File: src/rtl/sys_reset_seq_if.sv
// sys_reset_seq_if
//  Bundles the lock/reset control signals of the reset sequencer.
//  master : the side driving lock status and requests (clock select / register block)
//  slave  : the reset sequencer itself
//  Signals:
//   locked        clock-good indication, asynchronous to sys_clock
//   soft_rst_req  1-cycle software reset request
//   clr_status    1-cycle clear of lock_lost / loss_count
//   core_resetn   active-low reset to core and peripherals
//   clk_ready     high only while the core is running
//   lock_lost     sticky lock-drop flag
//   loss_count    saturating lock-drop counter
//   state         sequencer state (debug)
interface sys_reset_seq_if #(
  parameter int LOSS_CW = 8
);
  logic               locked;
  logic               soft_rst_req;
  logic               clr_status;
  logic               core_resetn;
  logic               clk_ready;
  logic               lock_lost;
  logic [LOSS_CW-1:0] loss_count;
  logic [2:0]         state;

  modport master (
    output locked, soft_rst_req, clr_status,
    input  core_resetn, clk_ready, lock_lost, loss_count, state
  );

  modport slave (
    input  locked, soft_rst_req, clr_status,
    output core_resetn, clk_ready, lock_lost, loss_count, state
  );
endinterface

File: src/rtl/sys_reset_seq.sv
// sys_reset_seq
//  Reset sequencer on the selected sys_clock. Synchronizes the async 'locked'
//  indication, requires it to stay high for LOCK_FILTER cycles, holds core
//  reset for HOLD_CYCLES more, then releases core_resetn. Lock drops while the
//  core is up (or in a soft reset) are recorded in a sticky flag and a
//  saturating counter. A software request pulses core_resetn low SOFT_CYCLES.
//  Ports:
//   sys_clock  single clock
//   resetn     async active-low reset (assert immediate, release expected
//              synchronous to sys_clock from upstream)
//   bus        sys_reset_seq_if.slave: locked/soft_rst_req/clr_status in,
//              core_resetn/clk_ready/lock_lost/loss_count/state out
module sys_reset_seq #(
  parameter int SYNC_STAGES = 2,
  parameter int LOCK_FILTER = 8,
  parameter int HOLD_CYCLES = 1024,
  parameter int SOFT_CYCLES = 16,
  parameter int LOSS_CW     = 8
) (
  input  logic             sys_clock,
  input  logic             resetn,
  sys_reset_seq_if.slave   bus
);

  localparam int MAX_AB = (LOCK_FILTER > HOLD_CYCLES) ? LOCK_FILTER : HOLD_CYCLES;
  localparam int MAX_C  = (MAX_AB > SOFT_CYCLES) ? MAX_AB : SOFT_CYCLES;
  localparam int CW     = $clog2(MAX_C + 1);

  typedef enum logic [2:0] {
    S_INIT   = 3'd0,
    S_WAIT   = 3'd1,
    S_STABLE = 3'd2,
    S_RUN    = 3'd3,
    S_SOFT   = 3'd4
  } state_e;

  logic [SYNC_STAGES-1:0] sync_q;
  logic                   locked_s;
  state_e                 state_q, state_d;
  logic [CW-1:0]          cnt_q, cnt_d;
  logic                   loss_ev;
  logic                   lost_q, lost_d;
  logic [LOSS_CW-1:0]     loss_q, loss_d;
  logic                   core_resetn_q;
  logic                   clk_ready_q;

  assign locked_s = sync_q[SYNC_STAGES-1];

  // Next-state / counter. cnt is reset on every state change, so the
  // terminal compares below are all relative to the entry of the state.
  always_comb begin
    state_d = state_q;
    cnt_d   = cnt_q;
    loss_ev = 1'b0;
    case (state_q)
      S_INIT: begin
        state_d = S_WAIT;
        cnt_d   = '0;
      end
      S_WAIT: begin
        if (!locked_s) begin
          cnt_d = '0;
        end else if (cnt_q == CW'(LOCK_FILTER - 1)) begin
          state_d = S_STABLE;
          cnt_d   = '0;
        end else begin
          cnt_d = cnt_q + CW'(1);
        end
      end
      S_STABLE: begin
        // A drop here is still part of bring-up, so it is not a loss event.
        if (!locked_s) begin
          state_d = S_WAIT;
          cnt_d   = '0;
        end else if (cnt_q == CW'(HOLD_CYCLES - 1)) begin
          state_d = S_RUN;
          cnt_d   = '0;
        end else begin
          cnt_d = cnt_q + CW'(1);
        end
      end
      S_RUN: begin
        // Lock loss has priority over a coincident soft request.
        if (!locked_s) begin
          state_d = S_WAIT;
          cnt_d   = '0;
          loss_ev = 1'b1;
        end else if (bus.soft_rst_req) begin
          state_d = S_SOFT;
          cnt_d   = '0;
        end
      end
      S_SOFT: begin
        if (!locked_s) begin
          state_d = S_WAIT;
          cnt_d   = '0;
          loss_ev = 1'b1;
        end else if (cnt_q == CW'(SOFT_CYCLES - 1)) begin
          state_d = S_RUN;
          cnt_d   = '0;
        end else begin
          cnt_d = cnt_q + CW'(1);
        end
      end
      default: begin
        state_d = S_INIT;
        cnt_d   = '0;
      end
    endcase
  end

  // Status: an event wins over a same-cycle clear, but the clear still
  // drops the history, leaving a count of exactly one.
  always_comb begin
    lost_d = lost_q;
    loss_d = loss_q;
    if (loss_ev) begin
      lost_d = 1'b1;
      if (bus.clr_status)
        loss_d = LOSS_CW'(1);
      else if (loss_q != {LOSS_CW{1'b1}})
        loss_d = loss_q + LOSS_CW'(1);
    end else if (bus.clr_status) begin
      lost_d = 1'b0;
      loss_d = '0;
    end
  end

  // Outputs are decoded from next-state so they change on the same edge
  // as the state register.
  always_ff @(posedge sys_clock or negedge resetn) begin
    if (!resetn) begin
      sync_q        <= '0;
      state_q       <= S_INIT;
      cnt_q         <= '0;
      core_resetn_q <= 1'b0;
      clk_ready_q   <= 1'b0;
      lost_q        <= 1'b0;
      loss_q        <= '0;
    end else begin
      sync_q        <= {sync_q[SYNC_STAGES-2:0], bus.locked};
      state_q       <= state_d;
      cnt_q         <= cnt_d;
      core_resetn_q <= (state_d == S_RUN);
      clk_ready_q   <= (state_d == S_RUN);
      lost_q        <= lost_d;
      loss_q        <= loss_d;
    end
  end

  assign bus.core_resetn = core_resetn_q;
  assign bus.clk_ready   = clk_ready_q;
  assign bus.lock_lost   = lost_q;
  assign bus.loss_count  = loss_q;
  assign bus.state       = state_q;

endmodule

File: src/flat_wrapper.sv
// flat-port wrapper written by rule: the top's interface ports become plain ports
module sys_reset_seq_flat 
#(
  parameter int SYNC_STAGES = 2,
  parameter int LOCK_FILTER = 8,
  parameter int HOLD_CYCLES = 1024,
  parameter int SOFT_CYCLES = 16,
  parameter int LOSS_CW     = 8
)
  (sys_clock, resetn, bus_locked, bus_soft_rst_req, bus_clr_status, bus_core_resetn, bus_clk_ready, bus_lock_lost, bus_loss_count, bus_state);
  sys_reset_seq_if #(.LOSS_CW(LOSS_CW)) bus_i ();
  input  logic sys_clock;
  input  logic resetn;
  input wire logic [$bits(bus_i.locked)-1:0] bus_locked;
  input wire logic [$bits(bus_i.soft_rst_req)-1:0] bus_soft_rst_req;
  input wire logic [$bits(bus_i.clr_status)-1:0] bus_clr_status;
  output wire logic [$bits(bus_i.core_resetn)-1:0] bus_core_resetn;
  output wire logic [$bits(bus_i.clk_ready)-1:0] bus_clk_ready;
  output wire logic [$bits(bus_i.lock_lost)-1:0] bus_lock_lost;
  output wire logic [$bits(bus_i.loss_count)-1:0] bus_loss_count;
  output wire logic [$bits(bus_i.state)-1:0] bus_state;
  assign bus_i.locked = bus_locked;
  assign bus_i.soft_rst_req = bus_soft_rst_req;
  assign bus_i.clr_status = bus_clr_status;
  assign bus_core_resetn = bus_i.core_resetn;
  assign bus_clk_ready = bus_i.clk_ready;
  assign bus_lock_lost = bus_i.lock_lost;
  assign bus_loss_count = bus_i.loss_count;
  assign bus_state = bus_i.state;
  sys_reset_seq #(.SYNC_STAGES(SYNC_STAGES), .LOCK_FILTER(LOCK_FILTER), .HOLD_CYCLES(HOLD_CYCLES), .SOFT_CYCLES(SOFT_CYCLES), .LOSS_CW(LOSS_CW)) u_core (.sys_clock(sys_clock), .resetn(resetn), .bus(bus_i));
endmodule
File: config.mk
export PLATFORM = sky130hd
export DESIGN_NAME = sys_reset_seq_flat
export DESIGN_NICKNAME = d
export VERILOG_FILES = /design/src/rtl/sys_reset_seq_if.sv /design/src/rtl/sys_reset_seq.sv /design/src/flat_wrapper.sv
export SDC_FILE = /design/constraint.sdc
export NUM_CORES = 1
export LEC_CHECK = 0
export CAP_MARGIN = 20
export CORE_MARGIN = 10
export CORE_UTILIZATION = 45
export CTS_CLUSTER_SIZE = 16
export DETAILED_ROUTE_END_ITERATION = 8
export DONT_BUFFER_PORTS = 1
export HOLD_SLACK_MARGIN = 0.05
export PLACE_DENSITY = 0.59
export REMOVE_ABC_BUFFERS = 1
export SLEW_MARGIN = 20
export SYNTH_ARGS = -nofsm -noshare
export SYNTH_HDL_FRONTEND = slang
export SYNTH_SLANG_ARGS = --single-unit
File: constraint.sdc
create_clock -name sys_clock -period 4.2 [get_ports sys_clock]
set_input_delay 0.84 -clock sys_clock [delete_from_list [all_inputs] [get_ports sys_clock]]
set_output_delay 0.84 -clock sys_clock [all_outputs]
set_load 0.01 [all_outputs]
## Yosys cells after proc, flatten, opt, wreduce, memory -nomap -nowiden

Cells that the tools add are included.

- Multiplexer cells: 26
- Eq/ne operators: 10
- Add/sub/neg operators: 2
- Reductions and logical operators: 5

Operator list:

| kind | number |
|---|---|
| two-way mux 11 bit | 8 |
| one-hot mux 11 bit (4 select lines) | 1 |
| two-way mux 8 bit | 4 |
| two-way mux 3 bit | 8 |
| one-hot mux 3 bit (5 select lines) | 1 |
| adder 11 x 1 -> 11 bit, second input constant | 1 |
| == test 11 x 10 -> 1 bit, second input constant | 1 |
| == test 11 x 3 -> 1 bit, second input constant | 1 |
| == test 11 x 4 -> 1 bit, second input constant | 1 |
| == test 3 x 2 -> 1 bit, second input constant | 3 |
| adder 8 x 1 -> 8 bit, second input constant | 1 |
| != test 8 bit, second input constant | 1 |
| two-way mux 1 bit | 4 |
| nonzero test 2 bit | 2 |
| == test 3 x 1 -> 1 bit, second input constant | 1 |
| == test 3 bit, second input constant | 1 |
| zero test 3 bit | 1 |
| != test 3 bit, second input constant | 1 |
| AND reduction 2 bit | 1 |
| OR reduction 2 bit | 1 |

- Input bits: 5
- Logic and storage cells: 49
- Register bits: 26
- Output and inout bits: 14

## Logic depth before layout (Yosys ltp)

- Word-level depth: 5
- Gate-level depth with buffers: 7
- Mapped depth without buffers: 6

## Least setup slack after synthesis

No wires, ideal clock.

- Path kind: register to register
- From: register u_core.cnt_q[6]
- To: register u_core.core_resetn_q, in the netlist u_core.bus.core_resetn
- Buffers on the path: 0
- Setup time: 120 ps
- Required time: 4080 ps
- Clock period less this slack: 1965 ps
- Stages on the path, launching flop included: 6
- Slack: 2235 ps
- Data arrival time: 1845 ps
- Cell sequence: dfrtp_1 > or4_4 > nor4_2 > nand2_1 > a311o_2 > and3b_1

- Word-level cells in the longest chain between the ends: 5
- Elaborated cells on any way between the ends: 11
- Those cells by class: 4 x eq/ne; 7 x mux

RTL lines:

| what | line | source |
|---|---|---|
| start, declared | sys_reset_seq.sv:40 | `logic [CW-1:0] cnt_q, cnt_d;` |
| start signal, assigned | sys_reset_seq.sv:143 | `cnt_q <= cnt_d;` |
| == test 11 x 4 -> 1 bit, or another cell as far along | sys_reset_seq.sv:98 | `end else if (cnt_q == CW'(SOFT_CYCLES - 1)) begin` |
| two-way mux 3 bit (on tied branches) | sys_reset_seq.sv:98, sys_reset_seq.sv:75, sys_reset_seq.sv:63 |  |
| two-way mux 3 bit (on tied branches) | sys_reset_seq.sv:94, sys_reset_seq.sv:72, sys_reset_seq.sv:61 |  |
| one-hot mux 3 bit (5 select lines) (*) | sys_reset_seq.sv:55 | `case (state_q)` |
| net u_core.state_d[0] | sys_reset_seq.sv:39 | `state_e state_q, state_d;` |
| == test 3 x 2 -> 1 bit (*) | sys_reset_seq.sv:144 | `core_resetn_q <= (state_d == S_RUN);` |
| end signal, assigned | sys_reset_seq.sv:144 |  |
| end, declared | sys_reset_seq.sv:44 | `logic core_resetn_q;` |

Mark *: on every way through the listed nets, which the timed path passes. The rest lies on a longest branch.
A chain may end at the register's enable or synchronous reset.

## Worst setup path in the final report

- From: register u_core.state_q[0], in the netlist u_core.bus.state[0]
- To: register u_core.cnt_q[7]

- Word-level cells in the longest chain between the ends: 2
- Elaborated cells on any way between the ends: 6
- Those cells by class: 5 x eq/ne; 1 x mux

RTL lines:

| what | line | source |
|---|---|---|
| start, declared | sys_reset_seq.sv:39 |  |
| start signal, assigned | sys_reset_seq.sv:142 | `state_q <= state_d;` |
| == test 3 bit, or another cell as far along | sys_reset_seq.sv:55 |  |
| one-hot mux 11 bit (4 select lines) / != test 3 bit (equally long branches) | n/a |  |

Parallel ways exist; a longest one is shown, timed or not.

==> impl_metrics.tcl <==
set metrics [dict create \
    skew_ps 5.597 \
    fillers 298 \
    worstSetupEndpointType "register" \
    yosys_register_bits 26 \
    cts.sinks 26 \
    setup_ws_final_ps 1922 \
    tritoncts "built" \
    worst_path_most_repeated_cell "a21oi_1" \
    clock_tree.htree_level_count 1 \
    gate_count_of_the_mapped_netlist 165 \
    rsz0062_at_grt "false" \
    initial_standard_cell_utilization_of_the_core 0.4790 \
    antenna_found_initial 0 \
    placedCellCount 203 \
    grt_remaining_overflow 0 \
    cp_data_required_time_ps 4440 \
    timing.rr.start "u_core.bus.state[0]$_DFF_PN0_" \
    synthFlopType "dfrtp_1" \
    critical_path_class "register to register" \
    synthMostInstantiatedCell "dfrtp_1" \
    post_route_cells_drive_above_1_share 0.09816 \
    post-dp-hpwl_mm 2.195 \
    clock-root-buffer "clkbuf_4" \
    clk_path_buf_depth 2 \
    synth_largest_type_area_fraction 0.4377 \
    max_stage_delay_ps 820 \
    timing_worst_slew_pin_value_ps 1036 \
    via_count_of_the_first_global_routing_pass 1100 \
    setup_viol 0 \
    postRouteAntennaNets 0 \
    max-vdd-ir-drop_mv 0.1639 \
    design.final.nets 171 \
    hold_ws_ps 183.2 \
    top_level_ports 19 \
    arrival_time_of_the_worst_setup_path_ps 2520 \
    synth-edff-count 0 \
    cap_violations 0 \
    tmin_final_ps 2278 \
    die_area_um2 6002 \
    syn_area_um2 1486 \
    grtUsageTotal 0.1024 \
    worst_r2r_endpoint "u_core.cnt_q[7]$_DFFE_PN0P_" \
    post_synth_most_frequent_cells "dfrtp_1, nand2_1, nor2_1, o21ai_0, nand3_1" \
    cts_post_setup_buffers_inserted 0 \
    clk_transition_reported_paths_ps 150 \
    cts-buffers-inserted 3 \
    timing.critical_path.from_type "register" \
    grt_start_max_net_pins 27 \
    totalNegativeSetupSlack_ps 0 \
    critical_path.max_fanout 14 \
    diodes 0 \
    timing.max_slew.rel_slack 0.3094 \
    die_height_um 77.48 \
    routed_via_density 5.884 \
    synthTopCellsByArea "dfrtp_1, nand2_1, o21ai_0, nor2_1, nand3_1" \
    rows 20 \
    max_clock_freq_mhz 438.9 \
    core_um2 3103 \
    finalMaxSlewViolations 0 \
    outcome "finished clean" \
    min_period_over_period 0.5425 \
    ctsHoldBuffers 0 \
    r2r_cells 5 \
    routed_wire_length_mm 3.089 \
    cell_type_of_the_slowest_stage_on_the_worst_timing_path "a21oi_1" \
    critical_path.cell_chain "and2b_1 -> a21oi_1 -> a21oi_1 -> nor2_1 -> o211ai_1" \
    area_delta_synth_final_pct 5.051 \
    hp-class "primary input to asynchronous set/reset pin" \
    yosys_warnings 0 \
    layout.cells.non_filler 207 \
    share_of_synthesized_flip_flops_with_an_asynchronous_set_or_reset 1.000 \
    skew_pair_late_insertion_delay_ps 320 \
    dr_total_vias 1218 \
    finalHoldViolations 0 \
    power_density_nw_per_um2 323.7 \
    synthDistinctLibCells 49 \
    share_of_the_yosys_chip_area_belonging_to_registers 0.4377 \
    drt-wirelength-per-cell_um 14.92 \
    static-leakage-power_nw 0.6100 \
    detailedRoute.firstIterationViolations 84 \
    rrSetupSlack_ps 1920 \
    grt_first_pass_wirelength_mm 5.257 \
    post-place-ws_ps 1994 \
    p_total_mw 0.5054 \
    synth_top_cell_by_area "dfrtp_1" \
    io_buffers 0 \
    route.detailed.drc 0 \
    post_syn_area_per_cell_um2 9.009 \
    cts.repair.resized 0 \
    gp_congestion 0.8081 \
    fp.dieW_um 77.48 \
    drtPass1Iterations 4 \
]
-- cells in the final DEF (no fill, tap or decap), types with 2 or more instances in the layout --
| cell type | synthesis | final |
|---|---|---|
| a21oi_1 | 8 | 8 |
| nand2_1 | 20 | 20 |
| mux2i_1 | 2 | 2 |
| xnor2_1 | 5 | 5 |
| nor4_1 | 2 | 2 |
| a21o_1 | 2 | 2 |
| nor2b_1 | 2 | 2 |
| inv_1 | 4 | 4 |
| nand2b_1 | 3 | 3 |
| o22ai_1 | 2 | 2 |
| nand3b_1 | 2 | 2 |
| nor3b_1 | 4 | 4 |
| dfrtp_1 | 26 | 26 |
| ha_1 | 2 | 2 |
| clkbuf_4 | 0 | 3 |
| nor3_1 | 8 | 8 |
| a31oi_1 | 2 | 2 |
| a211oi_1 | 2 | 2 |
| or3b_2 | 2 | 2 |
| o21ai_0 | 12 | 12 |
| o211ai_1 | 2 | 2 |
| nand3_1 | 9 | 9 |
| nor2_1 | 15 | 15 |
-- power breakdown --
part           leakage [nW]  total, mW  switching [mW]  internal [mW]
clock                0.0279      0.173          0.0764         0.0965
combinational         0.231     0.0446          0.0252         0.0194
sequential            0.351      0.288          0.0231          0.265
total                 0.610      0.505           0.125          0.381
-- critical path: cells and delay by family (launching register included) --
kind / cells / cell delay, ps
AND/OR/NAND/NOR: 2 / 440
AO/OA/AOI/OAI: 3 / 1150
flip-flops: 1 / 610
-- stage by stage --
stage	cell area (um^2)	util
finish	1562	0.5032
global route	1562	0.5032
CTS	1562	0.5032
detailed placement	1509	0.4863
global placement	1509	0.4863
floorplan	1446	-
-- area by class of cell --
| class | count | area (um^2) | area share |
|---|---|---|---|
| clock buffer | 3 | 22.52 | 0.01442 |
| inverter | 4 | 15.01 | 0.009615 |
| multi-input combinational | 128 | 780.7 | 0.5000 |
| tap | 44 | 55.05 | 0.03526 |
| sequential | 26 | 650.6 | 0.4167 |
| timing repair buffer | 1 | 7.507 | 0.004808 |
| clock inverter | 1 | 30.03 | 0.01923 |
-- metal layers --
layer  GRT usage  vias up  wire length (um)
met5           0        -                 0
met4     0.03285        0                21
met3     0.03226        2               177
met2      0.1639       25              1441
met1      0.1279      602              1449
li1            -      589                 -
-- flip-flops by register name, indices dropped and copies added (netlist names) --
name and cells:
u_core.sync_q 2, u_core.cnt_q 11, u_core.bus.loss_count 8, u_core.bus.lock_lost 1, u_core.bus.core_resetn 1, u_core.bus.state 3
-- kinds of logic after synthesis --
| family | share of synthesized area |
|---|---|
| compound gates | 0.1616 |
| xor+xnor | 0.03535 |
| fa+ha+maj | 0.01683 |
| buf+inv | 0.03704 |
| flops | 0.4377 |
| mux | 0.01347 |
| simple gates | 0.2980 |
-- worst max-delay path by stage --
stage	from	end	slack, ps
finish	u_core.bus.state[0]$_DFF_PN0_	u_core.cnt_q[7]$_DFFE_PN0P_	1920
global route	u_core.bus.state[0]$_DFF_PN0_	u_core.cnt_q[7]$_DFFE_PN0P_	1670
CTS	u_core.bus.state[0]$_DFF_PN0_	u_core.cnt_q[7]$_DFFE_PN0P_	1960
detailed placement	u_core.bus.state[0]$_DFF_PN0_	u_core.cnt_q[7]$_DFFE_PN0P_	1990
global placement	u_core.bus.state[0]$_DFF_PN0_	u_core.cnt_q[7]$_DFFE_PN0P_	2070
floorplan	u_core.cnt_q[6]$_DFFE_PN0P_	u_core.bus.core_resetn$_DFF_PN0_	2230
Power figures use the tool's default switching activity.
==> variant, RTL diff (same flow settings) <==
`LOSS_CW` is set to 8 in 3 places; all go to 4.
--- a/src/rtl/sys_reset_seq_if.sv
+++ b/src/rtl/sys_reset_seq_if.sv
@@ -13,5 +13,5 @@
 //   state         sequencer state (debug)
 interface sys_reset_seq_if #(
-  parameter int LOSS_CW = 8
+  parameter int LOSS_CW = 4
 );
   logic               locked;
--- a/src/rtl/sys_reset_seq.sv
+++ b/src/rtl/sys_reset_seq.sv
@@ -16,5 +16,5 @@
   parameter int HOLD_CYCLES = 1024,
   parameter int SOFT_CYCLES = 16,
-  parameter int LOSS_CW     = 8
+  parameter int LOSS_CW     = 4
 ) (
   input  logic             sys_clock,
--- a/src/flat_wrapper.sv
+++ b/src/flat_wrapper.sv
@@ -6,5 +6,5 @@
   parameter int HOLD_CYCLES = 1024,
   parameter int SOFT_CYCLES = 16,
-  parameter int LOSS_CW     = 8
+  parameter int LOSS_CW     = 4
 )
   (sys_clock, resetn, bus_locked, bus_soft_rst_req, bus_clr_status, bus_core_resetn, bus_clk_ready, bus_lock_lost, bus_loss_count, bus_state);
Ports: changed (resized bus_loss_count); port bits go from 19 to 15. The function was not compared with the original's and may differ.
==> variant against the unedited design <==
  * Sequential share of layout area up 0.12 points
  * Total power down 9.0%
  * Count of clock-buffer cells in the layout did not move
  * First-iteration DRC count is 19% lower
  * Worst setup slack gained 0.31 ns
  * Via count is 17% lower
  * Sequential cell count down 4
  * Clock power down 6%
  * Synthesized area shrank 14%
  * Cell area down 16%
  * Routed wire length shrank 18%
==> variant: results (changes against the unedited design) <==
## Final layout
- Finished Layout Cells: 169, was 207
- fraction of layout cells with a size suffix above 1: 7.97%, was 9.82%

## Global routing
- maximum number of pins on one net before global-route repair: 23, was 27
- met1 usage: 13.5%, was 12.8%
- global-route wire length before repair: 4.47 mm, was 5.26 mm
- All-Layer GR Usage: 10.2%, about the same
- global-route track usage on met2: 14.8%, was 16.4%
- met3 track demand over resource: 2.31%, was 3.23%

## Logic synthesis
- count of unique library cells instantiated by Yosys: 45, was 49
- average cell area after synthesis: 9.08 µm², was 9.01 µm²
- register area share after synthesis: 43.3%, was 43.8%
- area share of xor/xnor cells in the synthesized design: 2.07%, was 3.54%
- share of cell area taken by muxes after synthesis: 0.787%, was 1.35%
- cells taking the most area after synthesis: sky130_fd_sc_hd__dfrtp_1 43%, sky130_fd_sc_hd__nand2_1 4.1%, sky130_fd_sc_hd__nand3_1 3.5%, was sky130_fd_sc_hd__dfrtp_1 44%, sky130_fd_sc_hd__nand2_1 5.1%, sky130_fd_sc_hd__o21ai_0 4.0%
- compound-cell area share of the yosys netlist: 20.2%, was 16.2%
- post-synthesis share of cell area spent on full adders, half adders and majority gates: 1.97%, was 1.68%
- list of most frequent post-synthesis cells: 22 x sky130_fd_sc_hd__dfrtp_1, 14 x sky130_fd_sc_hd__nand2_1, 10 x sky130_fd_sc_hd__nor2_1, 9 x sky130_fd_sc_hd__nand3_1, 8 x sky130_fd_sc_hd__o21ai_0, was 26 x sky130_fd_sc_hd__dfrtp_1, 20 x sky130_fd_sc_hd__nand2_1, 15 x sky130_fd_sc_hd__nor2_1, 12 x sky130_fd_sc_hd__o21ai_0, 9 x sky130_fd_sc_hd__nand3_1

## STA
- Post-Route Hold Slack: 0.200 ns, was 0.183 ns
- transition time of the tightest slew-check pin: 0.619 ns, was 1.04 ns
- worst setup skew after layout: 0.00783 ns, was 0.00560 ns

## Status
- status: completed, unchanged

## Power
- worst vdd rail ir drop: 0.217 mV, was 0.164 mV
- total power density per cell area: 349 nW/µm², was 324 nW/µm²
- net switching power: 0.000115 W, was 0.000125 W
- Static Leak: 0.569 nW, was 0.610 nW
- power dissipated in sequential cells: 0.000247 W, was 0.000288 W
- Clock Power Share: 35.1%, was 34.2%

## Placed design
- routability-driven placement congestion ratio: 0.854, was 0.808
- Cell Area, Placed: 1260 µm², was 1510 µm²

## Setup path
- worst reg-to-reg setup slack: 2.23 ns, was 1.92 ns
- crit path launch: u_core.cnt_q[7]$_DFFE_PN0P_, was u_core.bus.state[0]$_DFF_PN0_
- Crit path arrival time: 2.17 ns, was 2.52 ns
- slowest CP cell: sky130_fd_sc_hd__o31a_1, was sky130_fd_sc_hd__a21oi_1
- Crit path largest cell delay: 0.47 ns, was 0.82 ns
- endpoint of the worst register-to-register path: u_core.cnt_q[2]$_DFFE_PN0P_, was u_core.cnt_q[7]$_DFFE_PN0P_

## Routing
- drt first pass iters: 5, was 4
- post-DR wirelength/cell: 14.9 µm, about the same
- DR vias/cell: 5.98, was 5.88

## Clocking
- clock slew at the register clock pins of the worst setup and hold paths: 0.13 ns, was 0.15 ns

-- variant: cell count changes in the layout (fill, tap and decap cells not counted), moves of 3 or more --
cell / change
sky130_fd_sc_hd__nand2_1: -6
sky130_fd_sc_hd__o21ai_1: +6
sky130_fd_sc_hd__dfrtp_1: -4
sky130_fd_sc_hd__o21ai_0: -4
sky130_fd_sc_hd__nor3b_1: -4
sky130_fd_sc_hd__xnor2_1: -4
sky130_fd_sc_hd__o22ai_1: +4
sky130_fd_sc_hd__nor3_1: -3
sky130_fd_sc_hd__a21oi_1: -5
sky130_fd_sc_hd__nor2_1: -5
-- variant: layout make-up --
cell class                      instances  area (µm²)
Fill cell                             251        1420
Multi-Input combinational cell        106         653
Clock buffer                            3        22.5
Sequential cell                        22         551
Clock inverter                          1        30.0
Tap cell                               31        38.8
Inverter                                6        22.5
-- variant: routing by layer --
metal	vias up	wire [µm]
met5	-	0
met4	0	35
met3	4	138
met2	23	1140
met1	476	1210
li1	507	-
